===== config.mk =====
export PLATFORM = sky130hd
export DESIGN_NAME = elevator_motion_ctrl
export DESIGN_NICKNAME = d
export VERILOG_FILES = /design/src/rtl/elevator_motion_ctrl.sv
export SDC_FILE = /design/constraint.sdc
export NUM_CORES = 1
export LEC_CHECK = 0
export ABC_AREA = 1
export CAP_MARGIN = 15
export CORE_ASPECT_RATIO = 2
export CORE_MARGIN = 2
export CORE_UTILIZATION = 46
export CTS_CLUSTER_SIZE = 24
export DETAILED_ROUTE_END_ITERATION = 8
export GPL_TIMING_DRIVEN = 0
export HOLD_SLACK_MARGIN = 0.1
export PLACE_DENSITY = 0.7
export REMOVE_ABC_BUFFERS = 1
export SYNTH_ARGS = -nofsm -noshare
export SYNTH_HDL_FRONTEND = slang
export SYNTH_SLANG_ARGS = --single-unit

===== constraint.sdc =====
create_clock -name clk -period 2.8 [get_ports clk]
set_input_delay 0.56 -clock clk [delete_from_list [all_inputs] [get_ports clk]]
set_output_delay 0.56 -clock clk [all_outputs]
set_load 0.01 [all_outputs]

===== src/rtl/elevator_motion_ctrl.sv =====
`default_nettype none
// +----------------------------------------------------------------------------+
// | Module      : elevator_motion_ctrl                                         |
// | Description : SCAN car motion / door controller for a 7-floor elevator.    |
// | Revision    : 1.0 - initial release                                        |
// +----------------------------------------------------------------------------+
module elevator_motion_ctrl #(
  parameter int FLOOR_TICKS = 16,
  parameter int DOOR_TICKS  = 32
) (
  input  logic        clk,
  input  logic        reset,
  input  logic [13:0] floorButton,
  input  logic [9:1]  internalButton,
  output logic [2:0]  currentFloor,
  output logic [1:0]  currentDirection,
  output logic        doorState,
  output logic        move
);

  localparam int c_MaxTicks = (FLOOR_TICKS > DOOR_TICKS) ? FLOOR_TICKS : DOOR_TICKS;
  localparam int c_CntW     = $clog2(c_MaxTicks);
  localparam logic [c_CntW-1:0] c_FloorLast = c_CntW'(FLOOR_TICKS - 1);
  localparam logic [c_CntW-1:0] c_DoorLast  = c_CntW'(DOOR_TICKS - 1);
  localparam logic [1:0] c_DirNone = 2'b00;
  localparam logic [1:0] c_DirUp   = 2'b01;
  localparam logic [1:0] c_DirDn   = 2'b10;

  typedef enum logic [1:0] {
    ST_IDLE      = 2'd0,
    ST_MOVING    = 2'd1,
    ST_DOOR_OPEN = 2'd2
  } state_t;

  state_t              r_state, w_nextState;
  logic [2:0]          r_floor, w_nextFloor;
  logic [1:0]          r_dir, w_nextDir;
  logic                r_door, w_nextDoor;
  logic                r_move, w_nextMove;
  logic [c_CntW-1:0]   r_tickCnt, w_nextCnt;

  logic [7:1] w_car, w_upCall, w_dnCall, w_anyReq;

  assign w_car = internalButton[7:1];

  for (genvar f = 1; f <= 7; f++) begin : g_callMap
    assign w_upCall[f] = floorButton[2*(f-1)];
    assign w_dnCall[f] = floorButton[2*(f-1)+1];
  end
  assign w_anyReq = w_car | w_upCall | w_dnCall;

  function automatic logic anyAbove(input logic [2:0] f, input logic [7:1] req);
    logic r;
    r = 1'b0;
    for (int i = 1; i <= 7; i++)
      if (i > int'(f)) r = r | req[i];
    return r;
  endfunction

  function automatic logic anyBelow(input logic [2:0] f, input logic [7:1] req);
    logic r;
    r = 1'b0;
    for (int i = 1; i <= 7; i++)
      if (i < int'(f)) r = r | req[i];
    return r;
  endfunction

  function automatic logic [1:0] flipDir(input logic [1:0] d);
    return (d == c_DirUp) ? c_DirDn : c_DirUp;
  endfunction

  // Current-floor view used by IDLE; an unset direction behaves as UP.
  logic [1:0] w_dirEff;
  logic       w_carF, w_upF, w_dnF, w_aheadF, w_behindF;
  assign w_dirEff  = (r_dir == c_DirNone) ? c_DirUp : r_dir;
  assign w_carF    = w_car[r_floor];
  assign w_upF     = w_upCall[r_floor];
  assign w_dnF     = w_dnCall[r_floor];
  assign w_aheadF  = (w_dirEff == c_DirDn) ? anyBelow(r_floor, w_anyReq) : anyAbove(r_floor, w_anyReq);
  assign w_behindF = (w_dirEff == c_DirDn) ? anyAbove(r_floor, w_anyReq) : anyBelow(r_floor, w_anyReq);

  // Floor being reached on the terminal travel tick; clamped at the shaft ends.
  logic [2:0] w_stepFloor;
  logic       w_carG, w_matchG, w_hereG, w_aheadG;
  always_comb begin
    w_stepFloor = r_floor;
    if (r_dir == c_DirUp && r_floor != 3'd7) w_stepFloor = r_floor + 3'd1;
    else if (r_dir == c_DirDn && r_floor != 3'd1) w_stepFloor = r_floor - 3'd1;
  end
  assign w_carG   = w_car[w_stepFloor];
  assign w_matchG = (r_dir == c_DirUp) ? w_upCall[w_stepFloor] : w_dnCall[w_stepFloor];
  assign w_hereG  = w_anyReq[w_stepFloor];
  assign w_aheadG = (r_dir == c_DirDn) ? anyBelow(w_stepFloor, w_anyReq)
                                       : anyAbove(w_stepFloor, w_anyReq);

  always_ff @(posedge clk or posedge reset) begin
    if (reset) begin
      r_state   <= ST_IDLE;
      r_floor   <= 3'd1;
      r_dir     <= c_DirNone;
      r_door    <= 1'b0;
      r_move    <= 1'b0;
      r_tickCnt <= '0;
    end else begin
      r_state   <= w_nextState;
      r_floor   <= w_nextFloor;
      r_dir     <= w_nextDir;
      r_door    <= w_nextDoor;
      r_move    <= w_nextMove;
      r_tickCnt <= w_nextCnt;
    end
  end

  always_comb begin
    w_nextState = r_state;
    w_nextFloor = r_floor;
    w_nextDir   = r_dir;
    w_nextDoor  = r_door;
    w_nextMove  = r_move;
    w_nextCnt   = r_tickCnt;
    case (r_state)
      ST_IDLE: begin
        w_nextDoor = 1'b0;
        w_nextMove = 1'b0;
        w_nextCnt  = '0;
        if (w_carF || (r_dir == c_DirUp && w_upF) || (r_dir == c_DirDn && w_dnF) ||
            (r_dir == c_DirNone && (w_upF || w_dnF))) begin
          w_nextState = ST_DOOR_OPEN;
          w_nextDoor  = 1'b1;
          if (r_dir == c_DirNone)
            w_nextDir = w_upF ? c_DirUp : (w_dnF ? c_DirDn : c_DirNone);
        end else if (w_aheadF) begin
          w_nextState = ST_MOVING;
          w_nextMove  = 1'b1;
          w_nextDir   = w_dirEff;
        end else if (w_behindF) begin
          w_nextState = ST_MOVING;
          w_nextMove  = 1'b1;
          w_nextDir   = flipDir(w_dirEff);
        end else if (w_upF || w_dnF) begin
          // Only the opposite-direction hall call remains at this floor.
          w_nextState = ST_DOOR_OPEN;
          w_nextDoor  = 1'b1;
          w_nextDir   = flipDir(r_dir);
        end else if (internalButton[8]) begin
          w_nextState = ST_DOOR_OPEN;
          w_nextDoor  = 1'b1;
        end else begin
          w_nextDir = c_DirNone;
        end
      end
      ST_MOVING: begin
        if (r_tickCnt == c_FloorLast) begin
          w_nextCnt   = '0;
          w_nextFloor = w_stepFloor;
          if (w_carG || w_matchG || !w_aheadG) begin
            w_nextMove = 1'b0;
            if (w_hereG) begin
              w_nextState = ST_DOOR_OPEN;
              w_nextDoor  = 1'b1;
              if (!w_aheadG && !w_carG && !w_matchG)
                w_nextDir = flipDir(r_dir);
            end else begin
              w_nextState = ST_IDLE;
              w_nextDir   = c_DirNone;
            end
          end
        end else begin
          w_nextCnt = r_tickCnt + 1'b1;
        end
      end
      ST_DOOR_OPEN: begin
        w_nextDoor = 1'b1;
        w_nextMove = 1'b0;
        if (internalButton[8]) begin
          w_nextCnt = '0;
        end else if (internalButton[9] || r_tickCnt == c_DoorLast) begin
          w_nextDoor  = 1'b0;
          w_nextState = ST_IDLE;
          w_nextCnt   = '0;
        end else begin
          w_nextCnt = r_tickCnt + 1'b1;
        end
      end
      default: begin
        w_nextState = ST_IDLE;
        w_nextDoor  = 1'b0;
        w_nextMove  = 1'b0;
        w_nextCnt   = '0;
      end
    endcase
  end

  assign currentFloor     = r_floor;
  assign currentDirection = r_dir;
  assign doorState        = r_door;
  assign move             = r_move;

endmodule
`default_nettype wire


======== Word level (Yosys, flattened, before mapping) ========
Index checks and enable logic that the tools add are counted.
word-level totals
  bits in registers ....................... 14
  input bits .............................. 25
cells by class
  $add $sub $neg .......................... 3
  magnitude comparators ................... 28
  equal/unequal tests ..................... 19
  mux-type cells .......................... 94
  bitwise operators ....................... 24
  reduce and logical (&&, ||, !) cells .... 25
operators by type and width
  cell                                                  count
  2-to-1 mux 1 bit                                      52
  2-to-1 mux 2 bit                                      25
  > comparator 3 bit (first input constant)             8
  bitwise OR 1 bit                                      22
  binary-select mux 1 bit (select 3 bit)                7
  < comparator 3 bit (first input constant)             6
  2-to-1 mux 5 bit                                      3
  bitwise OR 7 bit                                      2
  > comparator 2 x 3 -> 1 bit (first input constant)    4
  < comparator 2 x 3 -> 1 bit (first input constant)    4
  != test 6 bit (second input constant)                 2
  != test 2 bit (second input constant)                 5
  one-hot mux 5 bit (2 select lines)                    1
  != test 3 bit (second input constant)                 3
  < comparator 3 x 4 -> 1 bit (second input constant)   2
  logical AND 1 bit                                     7
  logical OR 1 bit                                      7
  equality test 2 x 1 -> 1 bit (second input constant)  3
  equality test 2 bit (second input constant)           3
  > comparator 1 x 3 -> 1 bit (first input constant)    2
  < comparator 1 x 3 -> 1 bit (first input constant)    2
  2-to-1 mux 3 bit                                      2
  one-hot mux 2 bit (3 select lines)                    1
  AND reduction 6 bit                                   1
  other kinds (15)                                      19

======== Longest topological paths before layout ========
Gate-level depths: netlist of the first run.
  depth in word-level cells ............... 27
  depth in mapped cells ................... 25

======== Worst setup path before layout of the first run ========
OpenSTA, ideal clock, no wires.
  kind .................................... reg2reg
  start point ............................. register r_floor[0] (netlist: currentFloor[0])
  end point ............................... register r_dir[0] (netlist: currentDirection[0])
  setup time .............................. 0.118 ns
  data arrival time ....................... 2.413 ns
  path slack .............................. 0.270 ns
  cell stages (with the launch flop) ...... 23
  path buffers ............................ 2
  period minus slack after synthesis ...... 2.530 ns
  path through ............................ dfstp_2 -> buf_2 -> inv_1 -> ha_1 -> nand3_1 -> nand3_1 -> nand2_2 -> buf_6 -> nand2_2 -> nand2_1 -> nand2_1 -> nand2_1 -> nand2_1 -> nand2_1 -> nand2_1 -> nand2_1 -> nand2_1 -> nand3_2 -> nand2_4 -> nor2_4 -> nand2_2 -> nand2_1 -> nand2_1
between the ends
  word-level cells in the longest chain between the ends .. 24
  elaborated cells on any way between the ends .. 129
  those cells by class .................... add/sub: 2; order compare: 26; eq/ne: 6; mux: 56; bitwise: 22; reduce/logical: 17
ends and longest elaborated chain
  element                                                             line  RTL
  start: declaration                                                  36    logic [2:0] r_floor, w_nextFloor;
  start signal: assignment                                            106   r_floor <= w_nextFloor;
  branches (longest 24 deep; another with subtractor 3 x 1 -> 3 bit)  -
  end signal: assignment                                              100   r_dir <= c_DirNone;
  end signal: assignment                                              107   r_dir <= w_nextDir;
  end: declaration                                                    37    logic [1:0] r_dir, w_nextDir;
Several ways; the timed one is not identified. The select of a mux whose other input is x is not followed.
A chain may end at the register's enable or synchronous reset.

======== Worst setup path in the final report of the first run ========
Ends and elaborated chain as after synthesis.

==> results of run 1 <==
[final cells by class]
| type | count | share of cell area |
|---|---|---|
| multi-input combinational | 265 | 0.580 |
| timing repair buffer | 56 | 0.182 |
| sequential | 14 | 0.123 |
| inverter | 50 | 0.0713 |
| tap | 54 | 0.0236 |
| clock buffer | 4 | 0.0192 |
[worst paths after layout]
path | from | to
setup / recovery | currentFloor[0]$_DFFE_PP1P_ | currentDirection[0]$_DFFE_PP0P_
hold / removal | r_tickCnt[0]$_DFF_PP0_ | r_tickCnt[0]$_DFF_PP0_
setup reg to reg | currentFloor[0]$_DFFE_PP1P_ | currentDirection[0]$_DFFE_PP0P_
hold reg to reg | r_tickCnt[0]$_DFF_PP0_ | r_tickCnt[0]$_DFF_PP0_
max in group asynchronous | reset | currentFloor[1]$_DFFE_PP0P_
min in group asynchronous | reset | currentDirection[1]$_DFFE_PP0P_
[power by group through the flow]
stage,Sequential [mW],Clock [mW],Combinational (mW)
after floorplan,0.330,0,0.912
after global placement,0.330,0,1.21
after detailed placement,0.333,0,1.24
after CTS,0.320,0.205,1.34
after global routing,0.332,0.213,1.94
final,0.326,0.202,1.77
[metrics by stage]
| stage | setup WS, ps | utilization | instance area [µm²] | cells | total power, mW |
|---|---|---|---|---|---|
| 6_report | 11.7 | 0.673 | 2860 | 443 | 2.30 |
| 5_1_grt | -151 | 0.673 | 2860 | 443 | 2.49 |
| 4_1_cts | 7.42 | 0.570 | 2430 | 422 | 1.87 |
| 3_5_place_dp | -322 | 0.546 | 2320 | 413 | 1.57 |
| 3_3_place_gp | -245 | 0.546 | 2320 | 413 | 1.54 |
| 2_1_floorplan | 136 | - | 1950 | 328 | 1.24 |
[timing repair]
action,in CTS,in global routing
resized for setup,4,55
pin swaps,1,24
cloned,1,0
setup endpoints to repair,6,6
setup buffers,4,21
hold buffers,0,0
[state kept, by name, indices dropped and copies added, names as in the netlist]
name and flops:
r_state 2, move 1, currentFloor 3, doorState 1, currentDirection 2, r_tickCnt 5
[per-layer routing]
layer  up-vias  part of all wire  track usage
li1       1197                 -            -
met1      1141              0.38        0.322
met2       131              0.50        0.414
met3        27             0.086       0.0446
met4         0             0.030       0.0852
met5         -                 0            0
[synthesized netlist by cell type, types with 2 or more instances]
| master | count | share of area |
|---|---|---|
| nand3b_1 | 2 | 0.0075 |
| nand2_1 | 101 | 0.19 |
| buf_6 | 2 | 0.011 |
| nand4_1 | 3 | 0.0094 |
| inv_2 | 5 | 0.0094 |
| nand3_1 | 28 | 0.070 |
| nor2_1 | 30 | 0.056 |
| nor3_1 | 6 | 0.015 |
| nand2_2 | 12 | 0.038 |
| nand3_2 | 3 | 0.015 |
| a21oi_1 | 8 | 0.020 |
| o21ai_1 | 8 | 0.020 |
| o21ai_0 | 18 | 0.045 |
| o211ai_1 | 4 | 0.015 |
| ha_1 | 14 | 0.088 |
| nor2_2 | 5 | 0.016 |
| o211ai_2 | 2 | 0.013 |
| o2111ai_1 | 3 | 0.013 |
| o22ai_1 | 5 | 0.016 |
| dfrtp_1 | 13 | 0.16 |
| inv_1 | 43 | 0.081 |
[logic make-up after synthesis]
kind of cell / count (synthesis) / share of synthesized area
buf+inv: 55 / 0.125
fa+ha+maj: 14 / 0.0876
simple gates: 194 / 0.437
xor+xnor: 2 / 0.00876
compound gates: 54 / 0.166
flops: 14 / 0.176
[worst max-delay path, cell delays in order, from the launching register on]
cell        delay, ps
dfstp_2           620
clkinvlp_4        190
ha_2              230
nand2_1            80
nor2_1             60
nor2_1             90
nand2_1           100
nand2_4           130
nor2_4             40
nand2_1            50
nand2_1            60
nand2_1            80
nand2_1            60
nand2_1            70
nand2_1            50
nand2_1            70
nand2_1            50
nand2_1            90
nand2_2            80
nand3_4           100
nand2_4            80
nor2_4            130
nand2_2            70
nand2_1            60
nand2_1            50
==> run_results.csv, run 1 <==
group,metric,value,unit
job,drv_cap,0,
clocking,cts_made_buffers,3,
placement,port_buffers,31,
clocking,cts_tree,"yes",
timing,skew,8.87,ps
layout,layout_common_cells,"nand2_1 (95), inv_1 (41), clkdlybuf4s50_1 (31)",
die,core,4250,µm²
worst_setup_path,path_class,"flop to flop",
layout,fillers,369,
synthesis,synthArstFlopShare,1.00,
timing,period_share,0.996,
timing,tns,0,ps
synthesis,yosysSeqAreaShare,0.176,
global_route,antenna_found_initial,0,
routing,vias,2496,
hold_path,whs_path_depth,1,
synthesis,ys_types,39,
clocking,cts_buffer_depth,2,
layout,regArea,353,µm²
layout,synthToLayoutAreaGrowth,43.0,%
pwr,power_leakage,1.36,nW
pwr,p_seq_frac,0.142,
die,io-pin-count,32,
worst_setup_path,arrival,2930,ps
pwr,p_sw,1.20,mW
die,fp.dieH,97.3,µm
global_route,grt_usage,0.251,
run_status,status,"completed",
clocking,cts_sinks,14,
synthesis,yosys_warnings,0,
pwr,powerDensity,803,nW/µm²
synthesis,syn-cell-area,2000,µm²
routing,dr.pass1.iters,5,
layout,antennaDiodeCount,0,
pwr,power.share.switching,0.522,
die,rows,34,
timing,finalHoldViolations,0,
routing,ant_nets,0,
layout,multi_input_area,1660,µm²
clocking,clk_pin_slew,50,ps
die,initial_utilization,0.470,
worst_setup_path,required,2940,ps
global_route,grt_overflow,0,
worst_setup_path,rr_worst_depth,24,
routing,wl_per_cell,15.2,µm
die,fp.dieW,50.6,µm
layout,drive_gt1_frac,0.234,
worst_setup_path,path_max_fanout,6,
worst_setup_path,end_kind,"flop",
global_route,grt_max_degree,15,
synthesis,ys.flop_type,"dfrtp_1",
hold_path,hp-class,"flop to flop",
timing,finalCriticalPeriod,2790,ps
pwr,p_comb_frac,0.770,
routing,drtIter0Drc,139,
timing,setup_viol,0,
clocking,cts.htree.levels,1,
routing,routed_via_density,5.63,
timing,fmax,359,MHz
timing,rsz0062_at_grt,"yes",
routing,route.detailed.drc,0,
pwr,p_int,1.10,mW
placement,dp.final_hpwl,4.46,mm
layout,layout_commonest_cell,"nand2_1",
worst_setup_path,timing.reg2reg.setup_slack,10,ps
timing,hold_ws,471,ps
layout,final_nets,429,
global_route,grt_pass1_wl,9.83,mm
clocking,clk-insertion-delay-late,250,ps
timing,timing.slew.headroom,0.640,
placement,routabilityCongestion,0.961,
routing,wl,6.73,mm
timing,tightestPinTransition,540,ps
clocking,cts_root_buffer,"clkbuf_8",
pwr,irDropWorstVdd,718,µV
synthesis,synth_edf_count,0,
synthesis,syn_inst,333,
synthesis,ys_ff_latch,14,
worst_setup_path,worst_setup_path_start_kind,"flop",
synthesis,synth.avg_cell_area,6.01,µm²
global_route,grt_pass1_vias,2234,
die,dieArea,4930,µm²
pwr,p_clk_frac,0.088,
timing,slew_violations,0,
(Power assumes the default switching activity.)
==> run 2, diff against run 1 <==
Settings changed: ABC_CLOCK_PERIOD_IN_PS set to 2800, GPL_TIMING_DRIVEN 0 to not set.
==> run 2 against run 1 <==
Worst setup slack better by 140 ps. Via count shrank 2.6%. Global-route usage up 0.29 points. First-iteration DRC count down 23%. Clock skew decreased by 6.6 ps. Clock power up 2%. Count of clock-buffer cells in the layout unchanged. Register-to-register slack improved by 140 ps. Critical path depth is 5 lower. Routed wire length decreased by 7.9%.
==> run_results.csv, run 2 (synthesis results as in run 1) <==
group,metric,value,unit
routing,ant_nets,0,
die,io-pin-count,32,
placement,port_buffers,31,
global_route,grt_pass1_wl,9.89,mm
pwr,p_seq_frac,0.162,
routing,drtIter0Drc,107,
timing,fmax,377,MHz
layout,layout_commonest_cell,"nand2_1",
pwr,power.total,1.97,mW
layout,finalInstanceArea,2570,µm²
placement,place_worst_setup_slack,-8.93,ps
timing,tns,0,ps
worst_setup_path,path_max_fanout,14,
pwr,p_clk_frac,0.104,
global_route,grt_pass1_vias,2207,
routing,routed_via_density,5.62,
layout,fin_cells,433,
placement,dp.final_hpwl,4.83,mm
timing,finalHoldViolations,0,
clocking,cts_made_buffers,3,
routing,vias,2432,
clocking,cts.htree.levels,1,
global_route,antenna_found_initial,0,
worst_setup_path,worst_setup_path_start_kind,"flop",
timing,hold_ws,460,ps
pwr,power.share.switching,0.521,
pwr,powerDensity,769,nW/µm²
timing,finalCriticalPeriod,2650,ps
die,fp.dieH,97.3,µm
pwr,power_leakage,1.28,nW
pwr,p_int,946,µW
layout,final_core_util,0.603,
clocking,cts_root_buffer,"clkbuf_8",
placement,dpl-instance-area,2420,µm²
global_route,grt_usage,0.254,
worst_setup_path,path_class,"flop to flop",
timing,tightestPinTransition,532,ps
layout,synthToLayoutAreaGrowth,28.3,%
clocking,cts_buffer_depth,2,
layout,final_nets,419,
pwr,irDropWorstVdd,531,µV
worst_setup_path,arrival,2790,ps
die,core,4250,µm²
timing,period_share,0.946,
routing,dr.pass1.iters,8,
layout,largest_register,"r_tickCnt",
die,fp.dieW,50.6,µm
layout,drive_gt1_frac,0.169,
timing,skew,2.31,ps
timing,setup_slack,150,ps
timing,timing.slew.headroom,0.645,
global_route,grt_overflow,0,
die,initial_utilization,0.470,
layout,regArea,352,µm²
clocking,postCtsHoldBufs,0,
clocking,clk-insertion-delay-late,250,ps
timing,setup_viol,0,
pwr,p_sw,1.03,mW
global_route,grt_max_degree,15,
job,drv_cap,0,
clocking,cts_sinks,14,
die,rows,34,
clocking,cts_tree,"yes",
worst_setup_path,end_kind,"flop",
hold_path,hp-class,"flop to flop",
timing,slew_violations,0,
layout,multi_input_area,1460,µm²
placement,dp_cells,426,
routing,wl_per_cell,14.3,µm
routing,wl,6.20,mm
placement,routabilityCongestion,1.05,
layout,layout_common_cells,"nand2_1 (100), inv_1 (42), clkdlybuf4s50_1 (31)",
routing,route.detailed.drc,0,
pwr,p_comb_frac,0.734,
worst_setup_path,required,2940,ps
run_status,status,"completed",
layout,largest_reg_flops,5,
die,dieArea,4930,µm²
clocking,clk_pin_slew,60,ps
layout,fillers,413,
layout,antennaDiodeCount,0,
## run 2: changes by cell type in the layout (fill, tap and decap cells not counted), moves of 4 or more
cell / previous run / this run
buf_4: 21 / 14
ha_1: 9 / 14
nand2_1: 95 / 100
nand3_2: 4 / 8
nand3_4: 4 / 0
nor3_1: 2 / 6
nor3_2: 4 / 0
## run 2: path summary, 6_finish.rpt
check / cells past startpoint / endpoint / slack (ps) / startpoint
setup reg to reg: 19 / r_state[0]$_DFFE_PP0P_ / 150 / currentFloor[0]$_DFFE_PP1P_
min in group asynchronous: 2 / currentFloor[2]$_DFFE_PP0P_ / 640 / reset
hold / removal: 1 / r_tickCnt[0]$_DFF_PP0_ / 460 / r_tickCnt[0]$_DFF_PP0_
setup / recovery: 19 / r_state[0]$_DFFE_PP0P_ / 150 / currentFloor[0]$_DFFE_PP1P_
hold reg to reg: 1 / r_tickCnt[0]$_DFF_PP0_ / 460 / r_tickCnt[0]$_DFF_PP0_
max in group asynchronous: 2 / currentFloor[0]$_DFFE_PP1P_ / 1800 / reset
## run 2: layer usage
metal | GRT usage | vias to the layer above | routed length [µm]
li1 | - | 1176 | -
met1 | 0.323 | 1102 | 2370
met2 | 0.420 | 136 | 3180
met3 | 0.0369 | 18 | 510
met4 | 0.0998 | 0 | 143
met5 | 0 | - | 0
## run 2: critical path: stages, from the launching register on
cell	delay [ps]
dfstp_2	590
ha_1	160
ha_1	150
nand3b_1	180
nand2_1	100
nand2_2	80
nand2_4	100
buf_12	160
nand2_1	50
o21ai_0	80
nand2_1	70
nand3_1	80
nand3_2	90
nand4_2	130
nor2_2	110
nand3_2	100
nand2_4	120
inv_2	60
nand3_1	60
nand2_1	60
## run 2: power by group through the flow
stage / registers, mW / logic [mW] / clock network, mW
final: 0.320 / 1.45 / 0.206
after global routing: 0.326 / 1.60 / 0.219
after detailed placement: 0.324 / 1.31 / 0
after CTS: 0.319 / 1.31 / 0.209
after floorplan: 0.330 / 0.912 / 0
after global placement: 0.321 / 1.28 / 0
## run 2: area by class of cell
type,instances,area share
tap,54,0.0263
sequential,14,0.137
inverter,50,0.0761
multi-input combinational,265,0.569
timing repair buffer,46,0.170
clock buffer,4,0.0215
## run 2: repair_timing
action / 4_1_cts / 5_1_grt
resized for setup: 0 / 18
setup endpoints to repair: 0 / 6
buffers inserted: 0 / 2
